<file path="config.mk">
export PLATFORM = sky130hd
export DESIGN_NAME = moore_ser_stim_flat
export DESIGN_NICKNAME = d
export VERILOG_FILES = /design/src/rtl/moore_ser_pkg.sv /design/src/rtl/moore_ser_stim_if.sv /design/src/rtl/moore_ser_prescaler.sv /design/src/rtl/moore_ser_stim.sv /design/src/flat_wrapper.sv
export SDC_FILE = /design/constraint.sdc
export NUM_CORES = 1
export LEC_CHECK = 0
export CORE_AREA = 2 2 69 71
export CTS_BUF_LIST = sky130_fd_sc_hd__clkbuf_8
export CTS_CLUSTER_SIZE = 25
export DETAILED_ROUTE_END_ITERATION = 6
export DIE_AREA = 0 0 71 73
export PLACE_DENSITY = 0.66
export SLEW_MARGIN = 20
export SYNTH_ARGS = -nofsm -noshare
export SYNTH_HDL_FRONTEND = slang
export SYNTH_SLANG_ARGS = --single-unit
export TNS_END_PERCENT = 1
</file>
<file path="constraint.sdc">
create_clock -name clk -period 3.1 [get_ports clk]
set_clock_uncertainty 0.15 [all_clocks]
set_input_delay 0.31 -clock clk [delete_from_list [all_inputs] [get_ports clk]]
set_output_delay 0.31 -clock clk [all_outputs]
set_load 0.01 [all_outputs]
</file>
<file path="src/rtl/moore_ser_pkg.sv">
// Shared types and constants for the Moore detector serial stimulus stage.
package moore_ser_pkg;

  typedef enum logic [1:0] {
    ST_IDLE  = 2'b00,
    ST_SHIFT = 2'b01
  } state_t;

  localparam logic IDLE_LEVEL = 1'b0;
  localparam int   DEF_WIDTH  = 8;
  localparam int   DEF_DIV_W  = 8;

  // Bit-index counter width for a word of the given width.
  function automatic int cnt_width(input int width);
    return (width > 1) ? $clog2(width) : 1;
  endfunction

endpackage

</file>
<file path="src/rtl/moore_ser_stim_if.sv">
// Valid/ready pattern-word handshake feeding the serial stimulus stage.
interface moore_ser_stim_if
  import moore_ser_pkg::*;
#(
  parameter int WIDTH = DEF_WIDTH
) ();

  logic [WIDTH-1:0] in_data;
  logic             in_valid;
  logic             in_ready;

  modport master (output in_data, output in_valid, input  in_ready);
  modport slave  (input  in_data, input  in_valid, output in_ready);

endinterface

</file>
<file path="src/rtl/moore_ser_prescaler.sv">
// Bit-period down-counter: load sets the count, tick when it reaches zero,
// then it wraps to the reload value while enabled.
module moore_ser_prescaler
  import moore_ser_pkg::*;
#(
  parameter int DIV_W = DEF_DIV_W
) (
  input  logic             clk,
  input  logic             rst_n,
  input  logic             i_load,
  input  logic             i_en,
  input  logic [DIV_W-1:0] i_load_val,
  input  logic [DIV_W-1:0] i_reload_val,
  output logic             o_tick
);

  logic [DIV_W-1:0] r_cnt;

  always_ff @(posedge clk or negedge rst_n) begin
    if (!rst_n) begin
      r_cnt <= '0;
    end else if (i_load) begin
      r_cnt <= i_load_val;
    end else if (i_en) begin
      r_cnt <= o_tick ? i_reload_val : (r_cnt - DIV_W'(1));
    end
  end

  assign o_tick = (r_cnt == '0);

endmodule

</file>
<file path="src/rtl/moore_ser_stim.sv">
// Serializes pattern words MSB-first onto a registered x1 line with a
// programmable bit period. Optional word looping under MOORE_SER_LOOP_EN.
module moore_ser_stim
  import moore_ser_pkg::*;
#(
  parameter int WIDTH = DEF_WIDTH,
  parameter int DIV_W = DEF_DIV_W
) (
  input  logic                clk,
  input  logic                rst_n,
  moore_ser_stim_if.slave     in_if,
  input  logic [DIV_W-1:0]    div,
`ifdef MOORE_SER_LOOP_EN
  input  logic                loop_stop,
`endif
  output logic                x1,
  output logic                bit_strobe,
  output logic                done,
  output logic                busy
);

  localparam int              CNT_W    = cnt_width(WIDTH);
  localparam logic [CNT_W-1:0] BIT_LAST = CNT_W'(WIDTH - 1);

  state_t             r_state;
  logic [WIDTH-1:0]   r_hold;
  logic               r_hold_valid;
  logic [WIDTH-2:0]   r_shift;
  logic [CNT_W-1:0]   r_bit_cnt;
  logic [DIV_W-1:0]   r_div_q;
  logic               r_x1;
  logic               r_bit_strobe;
  logic               r_done;
  logic               r_busy;
`ifdef MOORE_SER_LOOP_EN
  logic [WIDTH-1:0]   r_word;
`endif

  logic               w_tick;
  logic               w_accept;
  logic               w_word_end;
  logic               w_repeat;
  logic               w_load;
  logic [WIDTH-1:0]   w_load_word;

  assign in_if.in_ready = ~r_hold_valid;
  assign w_accept       = in_if.in_valid & ~r_hold_valid;

  moore_ser_prescaler #(
    .DIV_W (DIV_W)
  ) u_prescaler (
    .clk          (clk),
    .rst_n        (rst_n),
    .i_load       (w_load),
    .i_en         (r_state == ST_SHIFT),
    .i_load_val   (div),
    .i_reload_val (r_div_q),
    .o_tick       (w_tick)
  );

  // Loads happen from IDLE or at a word end; a pending hold word beats repeat.
  always_comb begin
    w_word_end  = (r_state == ST_SHIFT) && w_tick && (r_bit_cnt == '0);
    w_repeat    = 1'b0;
`ifdef MOORE_SER_LOOP_EN
    w_repeat    = w_word_end && !r_hold_valid && !loop_stop;
`endif
    w_load      = (((r_state == ST_IDLE) || w_word_end) && r_hold_valid) || w_repeat;
    w_load_word = r_hold;
`ifdef MOORE_SER_LOOP_EN
    if (!r_hold_valid) w_load_word = r_word;
`endif
  end

  // The MSB goes straight to x1 at load, so the shifter only keeps the
  // remaining WIDTH-1 bits.
  always_ff @(posedge clk or negedge rst_n) begin
    if (!rst_n) begin
      r_state      <= ST_IDLE;
      r_hold       <= '0;
      r_hold_valid <= 1'b0;
      r_shift      <= '0;
      r_bit_cnt    <= '0;
      r_div_q      <= '0;
      r_x1         <= IDLE_LEVEL;
      r_bit_strobe <= 1'b0;
      r_done       <= 1'b0;
      r_busy       <= 1'b0;
`ifdef MOORE_SER_LOOP_EN
      r_word       <= '0;
`endif
    end else begin
      r_bit_strobe <= 1'b0;
      r_done       <= w_word_end;

      if (w_accept) begin
        r_hold       <= in_if.in_data;
        r_hold_valid <= 1'b1;
      end

      if (w_load) begin
        r_shift      <= w_load_word[WIDTH-2:0];
        r_x1         <= w_load_word[WIDTH-1];
        r_bit_cnt    <= BIT_LAST;
        r_div_q      <= div;
        r_bit_strobe <= 1'b1;
        r_busy       <= 1'b1;
        r_state      <= ST_SHIFT;
        if (r_hold_valid) r_hold_valid <= 1'b0;
`ifdef MOORE_SER_LOOP_EN
        if (r_hold_valid) r_word <= r_hold;
`endif
      end else begin
        case (r_state)
          ST_IDLE: begin
            r_x1   <= IDLE_LEVEL;
            r_busy <= 1'b0;
          end
          ST_SHIFT: begin
            if (w_tick) begin
              if (r_bit_cnt != '0) begin
                r_x1         <= r_shift[WIDTH-2];
                r_shift      <= r_shift << 1;
                r_bit_cnt    <= r_bit_cnt - CNT_W'(1);
                r_bit_strobe <= 1'b1;
              end else begin
                r_x1    <= IDLE_LEVEL;
                r_busy  <= 1'b0;
                r_state <= ST_IDLE;
              end
            end
          end
          default: begin
            r_x1    <= IDLE_LEVEL;
            r_busy  <= 1'b0;
            r_state <= ST_IDLE;
          end
        endcase
      end
    end
  end

  assign x1         = r_x1;
  assign bit_strobe = r_bit_strobe;
  assign done       = r_done;
  assign busy       = r_busy;

endmodule

</file>
<file path="src/flat_wrapper.sv">
// flat-port wrapper written by rule: the top's interface ports become plain ports
module moore_ser_stim_flat import moore_ser_pkg::*;
#(
  parameter int WIDTH = DEF_WIDTH,
  parameter int DIV_W = DEF_DIV_W
)
  (clk, rst_n, div, x1, bit_strobe, done, busy, in_if_in_data, in_if_in_valid, in_if_in_ready);
  moore_ser_stim_if #(.WIDTH(WIDTH)) in_if_i ();
  input  logic clk;
  input  logic rst_n;
  input  logic [DIV_W-1:0] div;
  output logic x1;
  output logic bit_strobe;
  output logic done;
  output logic busy;
  input wire logic [$bits(in_if_i.in_data)-1:0] in_if_in_data;
  input wire logic [$bits(in_if_i.in_valid)-1:0] in_if_in_valid;
  output wire logic [$bits(in_if_i.in_ready)-1:0] in_if_in_ready;
  assign in_if_i.in_data = in_if_in_data;
  assign in_if_i.in_valid = in_if_in_valid;
  assign in_if_in_ready = in_if_i.in_ready;
  moore_ser_stim #(.WIDTH(WIDTH), .DIV_W(DIV_W)) u_core (.clk(clk), .rst_n(rst_n), .in_if(in_if_i), .div(div), .x1(x1), .bit_strobe(bit_strobe), .done(done), .busy(busy));
endmodule
</file>
==> impl_metrics.sql, run 1 <==
INSERT INTO impl_metrics (metric_group, metric, value, unit) VALUES
('yosys', 'synth_cells', '210', ''),
('layout', 'final_net_count', '254', ''),
('yosys', 'synthesis.nets', '233', ''),
('timing', 'setup_tns', '0', 'ns'),
('cts', 'cts.root.buffer_cell', 'clkbuf_8', ''),
('global_route', 'grt_pass1_wl', '7341', 'um'),
('setup_path', 'timing_worst_setup_path_type', 'register to register', ''),
('drt', 'detail_route_antenna_nets', '0', ''),
('cts', 'cts_resized', '0', ''),
('cts', 'cts_tree', 'built', ''),
('setup_path', 'critPathArrivalTime', '2.50', 'ns'),
('layout', 'nFillCells', '414', ''),
('setup_path', 'critPathCaptureType', 'register', ''),
('floorplan', 'die_w', '71', 'um'),
('layout', 'post_route_cells_drive_above_1_share', '0.1212', ''),
('layout', 'layout.cell_area.non_filler', '2399', 'sq um'),
('cts', 'cts.sinks', '40', ''),
('yosys', 'synth_area_leader_cell', 'dfrtp_1', ''),
('timing', 'slew_viol_final', '0', ''),
('flow_run', 'max_cap_violations', '0', ''),
('yosys', 'synth_edf_count', '0', ''),
('yosys', 'netlist_area', '2028', 'sq um'),
('drt', 'drt-total-wl', '4220', 'um'),
('layout', 'antenna_cells', '0', ''),
('timing', 'tightestPinTransition', '0.8956', 'ns'),
('yosys', 'postSynthRegisterBits', '40', ''),
('drt', 'vias', '1587', ''),
('global_route', 'grt-ovfl-total', '0', ''),
('power', 'power.switching_fraction', '0.3312', ''),
('global_route', 'number_of_global_route_vias_before_repair', '1525', ''),
('cts', 'number_of_clock_buffers_inserted_by_tritoncts', '5', ''),
('yosys', 'synth.top_cell.area_share', '0.4935', ''),
('power', 'sequentialPowerShare', '0.450', ''),
('setup_path', 'start_kind', 'register', ''),
('power', 'netsw', '693.8', 'uW'),
('placed_design', 'place.detailed.hpwl', '2861', 'um'),
('placed_design', 'buffers_added_on_ports', '23', ''),
('drt', 'firstDrtPassIters', '4', ''),
('layout', 'multi_input_area', '927.1', 'sq um'),
('yosys', 'ys.warnings.count', '0', ''),
('floorplan', 'dieHeight', '73', 'um'),
('drt', 'drt_drc_violations_left', '0', ''),
('setup_path', 'crit_fanout', '20', ''),
('cts', 'clk_pin_slew', '0.07', 'ns'),
('timing', 'max_freq', '409.2', 'MHz'),
('yosys', 'post_synth_main_area_contributors', 'dfrtp_1, nand2_1, mux2_2, a31oi_1, a21oi_1', ''),
('power', 'share_clk_of_total_power', '0.233', ''),
('timing', 'grt_setup_unrepaired', 'false', ''),
('global_route', 'overall_global_routing_usage', '0.1794', ''),
('global_route', 'antenna_found_initial', '0', ''),
('timing', 'hold_violations', '0', ''),
('run_status', 'outcome', 'finished, final reports clean', ''),
('drt', 'drt-initial-drc-count', '153', ''),
('floorplan', 'number_of_core_rows', '25', ''),
('placed_design', 'placer_congestion_estimate', '0.8937', ''),
('drt', 'route.detailed.wl_per_inst', '14.81', 'um'),
('setup_path', 'worstSetupStartpoint', 'u_core.u_prescaler.r_cnt[0]', ''),
('cts', 'clk_path_buf_depth', '2', ''),
('timing', 'holdWs', '0.003045', 'ns'),
('setup_path', 'crit_required', '3.16', 'ns'),
('timing', 'max-slew-margin-rel', '0.4029', ''),
('layout', 'seq_area', '1001', 'sq um'),
('cts', 'worstSkewPairLatency', '0.29', 'ns'),
('floorplan', 'fp.dieArea', '5183', 'sq um'),
('layout', 'areaGrowthSynthToFinish', '18.26', '%'),
('cts', 'cts.repair_timing.setup_buffer_count', '0', ''),
('timing', 'setup_viol_count_final', '0', ''),
('power', 'combPwrFrac', '0.317', ''),
('yosys', 'postSynth.asyncResetShare', '1.000', ''),
('power', 'total_leakage_power', '0.001029', 'uW'),
('floorplan', 'floorplan.core_area', '4536', 'sq um');
[metal layers]
| metal | track usage | up-vias | part of all wire |
|---|---|---|---|
| met1 | 0.2615 | 762 | 0.49 |
| met5 | 0 | - | 0 |
| li1 | - | 787 | - |
| met3 | 0.03729 | 5 | 0.035 |
| met4 | 0.05870 | 0 | 0.011 |
| met2 | 0.2679 | 33 | 0.46 |
[final timing paths]
path / endpoint / slack, ns / cells past startpoint
worst max-delay path: u_core.u_prescaler.r_cnt[5] / 0.66 / 6
worst min-delay path: u_core.r_div_q[6] / 0.003 / 1
worst max register to register: u_core.u_prescaler.r_cnt[5] / 0.66 / 6
worst min register to register: u_core.r_div_q[3] / 0.33 / 2
max in group asynchronous: u_core.done / 2.24 / 1
min in group clk: u_core.r_div_q[3] / 0.33 / 2
[cells in the mapped netlist, types with 2 or more instances]
cell       instances
a21o_1             3
a21oi_1           12
a31oi_1           11
and2_1             2
and4_1             2
buf_2              4
buf_4              2
buf_6              3
clkbuf_1           3
dfrtp_1           40
ha_1               4
inv_1              7
mux2_2            10
nand2_1           49
nand3_1            5
nor2_1             9
nor2b_1            3
nor3_1             5
o2111ai_1          3
o21ai_0            5
o22ai_1            5
or4_1              2
[layout by cell type, fill, tap and decap left out, types with 4 or more instances in the layout]
master           synthesis  routed
nand3_1                  5       5
clkbuf_8                 0       5
clkdlybuf4s50_1          0      22
nor3_1                   5       5
a21oi_1                 12      12
inv_1                    7       7
o22ai_1                  5       5
o21ai_0                  5       5
mux2_2                  10      10
dfrtp_1                 40      40
a31oi_1                 11      10
nand2_1                 49      49
ha_1                     4       4
nor2_1                   9       9
[power groups by stage]
stage                     logic [uW]  registers (uW)  clock network (uW)
after global placement           642             943                   0
after CTS                        663             938                 500
after global routing             752             971                 515
after floorplan                  564             860                   0
after detailed placement         661             944                   0
final                            665             942                 488
[cell families (layout without fill, tap and decap cells)]
kind of cell    Yosys count  in the layout  share of synthesized area
flops                    40             40                     0.4935
fa+ha+maj                 4              4                    0.02468
mux                      10             10                    0.05552
xor+xnor                  2              2                   0.008638
compound gates           49             49                     0.1586
simple gates             86             86                     0.2067
buf+inv                  19             40                    0.05244
[per-stage QoR]
| stage | setup WS [ns] | std cells |
|---|---|---|
| 6_report | 0.6560 | 285 |
| 4_1_cts | 0.4364 | 285 |
| 3_5_place_dp | 0.5011 | 278 |
| 2_1_floorplan | 1.068 | 210 |
| 5_1_grt | 0.4799 | 285 |
| 3_3_place_gp | 0.5678 | 278 |
[worst max-delay path, cell delays in order, from the launching register on]
cell	delay [ns]
dfrtp_1	0.44
inv_1	0.12
ha_1	0.25
nor3b_2	0.22
a31o_2	0.41
or4_1	0.59
a31oi_1	0.17
[state kept, by name, summed over array words and instances (netlist names)]
name and cells:
u_core.r_div_q 8, u_core.u_prescaler.r_cnt 8, u_core.r_hold_valid 1, u_core.x1 1, u_core.busy 1, u_core.r_bit_cnt 3, u_core.r_shift 7, u_core.r_hold 8
u_core.done 1, u_core.bit_strobe 1, u_core.r_state 1
[final cells by class]
class                      count  share of cell area
sequential                    40              0.4173
multi-input combinational    151              0.3865
timing repair buffer          26              0.1033
clock buffer                   5             0.02869
tap                           54             0.02817
clock inverter                 2             0.02504
inverter                       7             0.01095
(Power assumes the default switching activity.)
==> inputs of run 2 (changes only) <==
--- a/config.mk
+++ b/config.mk
@@ -10,7 +10,7 @@
 export CTS_CLUSTER_SIZE = 25
 export DETAILED_ROUTE_END_ITERATION = 6
 export DIE_AREA = 0 0 71 73
-export PLACE_DENSITY = 0.66
+export PLACE_DENSITY = 0.68
 export SLEW_MARGIN = 20
 export SYNTH_ARGS = -nofsm -noshare
 export SYNTH_HDL_FRONTEND = slang
==> constraint.sdc (replaced) <==
create_clock -name clk -period 2.1 [get_ports clk]
set_clock_uncertainty 0.15 [all_clocks]
set_input_delay 0.21 -clock clk [delete_from_list [all_inputs] [get_ports clk]]
set_output_delay 0.21 -clock clk [all_outputs]
set_load 0.01 [all_outputs]
==> run 2 against run 1 <==
Effect of this change:
- global-route usage grew 0.99 points
- non-clock buffer count is 22 higher
- utilization rose by 3.6 points
- final cell count is 8.1% higher
- critical path depth unchanged
- register-to-register slack worse by 0.63 ns
- wire length grew 4.9%
- first-iteration DRC count down 16%
- combinational power rose by 83%
- via count rose by 5.6%
- die area is the same
- critical path type unchanged
- critical endpoint unchanged
==> impl_metrics.sql, run 2 (synthesis results as in run 1) <==
INSERT INTO impl_metrics (metric_group, metric, value, unit) VALUES
('run_status', 'outcome', 'finished, final reports clean', ''),
('cts', 'cts.repair_timing.setup_buffer_count', '0', ''),
('floorplan', 'number_of_core_rows', '25', ''),
('setup_path', 'timing_worst_setup_path_type', 'register to register', ''),
('cts', 'cts_max_level', '2', ''),
('setup_path', 'start_kind', 'register', ''),
('power', 'vdd_drop_max', '492.4', 'uV'),
('timing', 'grt_setup_unrepaired', 'true', ''),
('timing', 'hold_violations', '0', ''),
('drt', 'drt-initial-drc-count', '128', ''),
('setup_path', 'critPathCaptureType', 'register', ''),
('global_route', 'grt_max_degree', '23', ''),
('power', 'total_leakage_power', '0.001132', 'uW'),
('global_route', 'grt_pass1_wl', '7672', 'um'),
('floorplan', 'floorplan.initialDensity', '0.4472', ''),
('floorplan', 'dieHeight', '73', 'um'),
('setup_path', 'crit_fanout', '4', ''),
('drt', 'drt-total-wl', '4428', 'um'),
('placed_design', 'place_area', '2434', 'sq um'),
('layout', 'final_net_count', '276', ''),
('layout', 'post_layout_cell_count', '308', ''),
('floorplan', 'floorplan.core_area', '4536', 'sq um'),
('timing', 'fin_crit', '2.071', 'ns'),
('placed_design', 'placer_congestion_estimate', '0.8471', ''),
('cts', 'worstSkewPairLatency', '0.30', 'ns'),
('placed_design', 'buffers_added_on_ports', '23', ''),
('layout', 'layout.cell_area.non_filler', '2564', 'sq um'),
('global_route', 'number_of_global_route_vias_before_repair', '1587', ''),
('placed_design', 'dpl.cell_count', '299', ''),
('floorplan', 'fp.dieArea', '5183', 'sq um'),
('placed_design', 'place.detailed.hpwl', '3271', 'um'),
('layout', 'areaGrowthSynthToFinish', '26.40', '%'),
('flow_run', 'max_cap_violations', '0', ''),
('cts', 'cts.sinks', '40', ''),
('global_route', 'overall_global_routing_usage', '0.1893', ''),
('hold_path', 'min-delay-path-class', 'input pin to async pin', ''),
('setup_path', 'worstSetupStartpoint', 'u_core.r_bit_cnt[0]', ''),
('drt', 'route.detailed.wl_per_inst', '14.38', 'um'),
('setup_path', 'worst_r2r_startpoint', 'u_core.r_bit_cnt[0]', ''),
('layout', 'most_frequent_cells_in_the_layout', 'nand2_1, dfrtp_1, buf_4', ''),
('drt', 'detail_route_antenna_nets', '0', ''),
('drt', 'drt_drc_violations_left', '0', ''),
('timing', 'fin_crit_sh', '0.9863', ''),
('drt', 'vias', '1676', ''),
('cts', 'clk_path_buf_depth', '2', ''),
('cts', 'cts_tree', 'built', ''),
('layout', 'post_route_cells_drive_above_1_share', '0.2008', ''),
('timing', 'max_freq', '482.8', 'MHz'),
('layout', 'top_flop_regs', 'u_core.r_div_q: 8 flops, u_core.r_hold: 8 flops, u_core.u_prescaler.r_cnt: 8 flops', ''),
('timing', 'setup_viol_count_final', '0', ''),
('setup_path', 'critPathArrivalTime', '2.14', 'ns'),
('drt', 'viasPerCell', '5.442', ''),
('cts', 'cts.root.buffer_cell', 'clkbuf_8', ''),
('layout', 'final_common_cell', 'nand2_1', ''),
('global_route', 'antenna_found_initial', '0', ''),
('timing', 'max-slew-margin-rel', '0.6651', ''),
('power', 'power-per-cell-area', '1242', 'nW/um^2'),
('floorplan', 'die_w', '71', 'um'),
('setup_path', 'crit_required', '2.17', 'ns'),
('timing', 'tightestPinTransition', '0.5005', 'ns'),
('global_route', 'grt-ovfl-total', '0', ''),
('cts', 'number_of_clock_buffers_inserted_by_tritoncts', '5', ''),
('cts', 'clk_pin_slew', '0.08', 'ns'),
('timing', 'slew_viol_final', '0', ''),
('layout', 'antenna_cells', '0', ''),
('drt', 'firstDrtPassIters', '4', ''),
('floorplan', 'boundaryPins', '24', '');
run 2: cell types whose count changed in the layout (fill, tap and decap cells not counted), sizes merged:
cell,change
buf,+21
bufinv,-1
clkinvlp,+1
dlygate4sd3,+1
inv,+1
run 2: power breakdown:
group	switching [uW]	internal (uW)	total (uW)
logic	559	657	1220
registers	248	1080	1330
clock network	283	358	640
total	1090	2090	3180
run 2: repair_timing:
action,CTS,global route
endpoints found under the hold margin,20,0
hold buffers,1,0
gates resized for setup,0,3
setup endpoints to repair,0,15
run 2: through the flow:
stage	utilization	TNS, ns	worst slack [ns]	hold WS (ns)	total power (uW)
finish	0.5652	0	0.02883	0.2583	3183
global route	0.5652	-0.1097	-0.05999	0.3025	3419
CTS	0.5641	0	0.01987	0.2604	3191
detailed placement	0.5366	0	0.02900	0.05731	2527
global placement	0.5366	0	0.07154	0.05101	2496
floorplan	-	0	0.06822	-0.2356	2101
run 2: final timing paths:
path,to,slack [ns],cells after the start
min in group clk,u_core.r_div_q[6],0.31,3
worst min-delay path,u_core.r_div_q[6],0.26,2
worst max register to register,u_core.u_prescaler.r_cnt[5],0.03,6
max in group asynchronous,u_core.r_shift[0],1.01,3
worst max-delay path,u_core.u_prescaler.r_cnt[5],0.03,6
worst min register to register,u_core.r_div_q[0],0.33,2
run 2: worst max-delay path: stages, from the launching register on:
cell and delay, ns:
dfrtp_1 0.39, inv_1 0.08, ha_1 0.20, and3b_1 0.20, a31o_2 0.27, or4_1 0.53, a31oi_1 0.17
run 2: final cells by class:
cell class / count / area [sq um]
Fill cell: 399 / 1972
Sequential cell: 40 / 1001
Multi-Input combinational cell: 151 / 925.9
Timing Repair Buffer: 48 / 427.9
Clock buffer: 5 / 68.82
Tap cell: 54 / 67.56
Clock inverter: 3 / 46.29
Inverter: 7 / 26.28
run 2: per-layer routing:
layer / GRT usage / routed length [um]
met1: 0.2776 / 2122
met2: 0.2752 / 2020
met3: 0.04420 / 230
met4: 0.06709 / 55
met5: 0 / 0
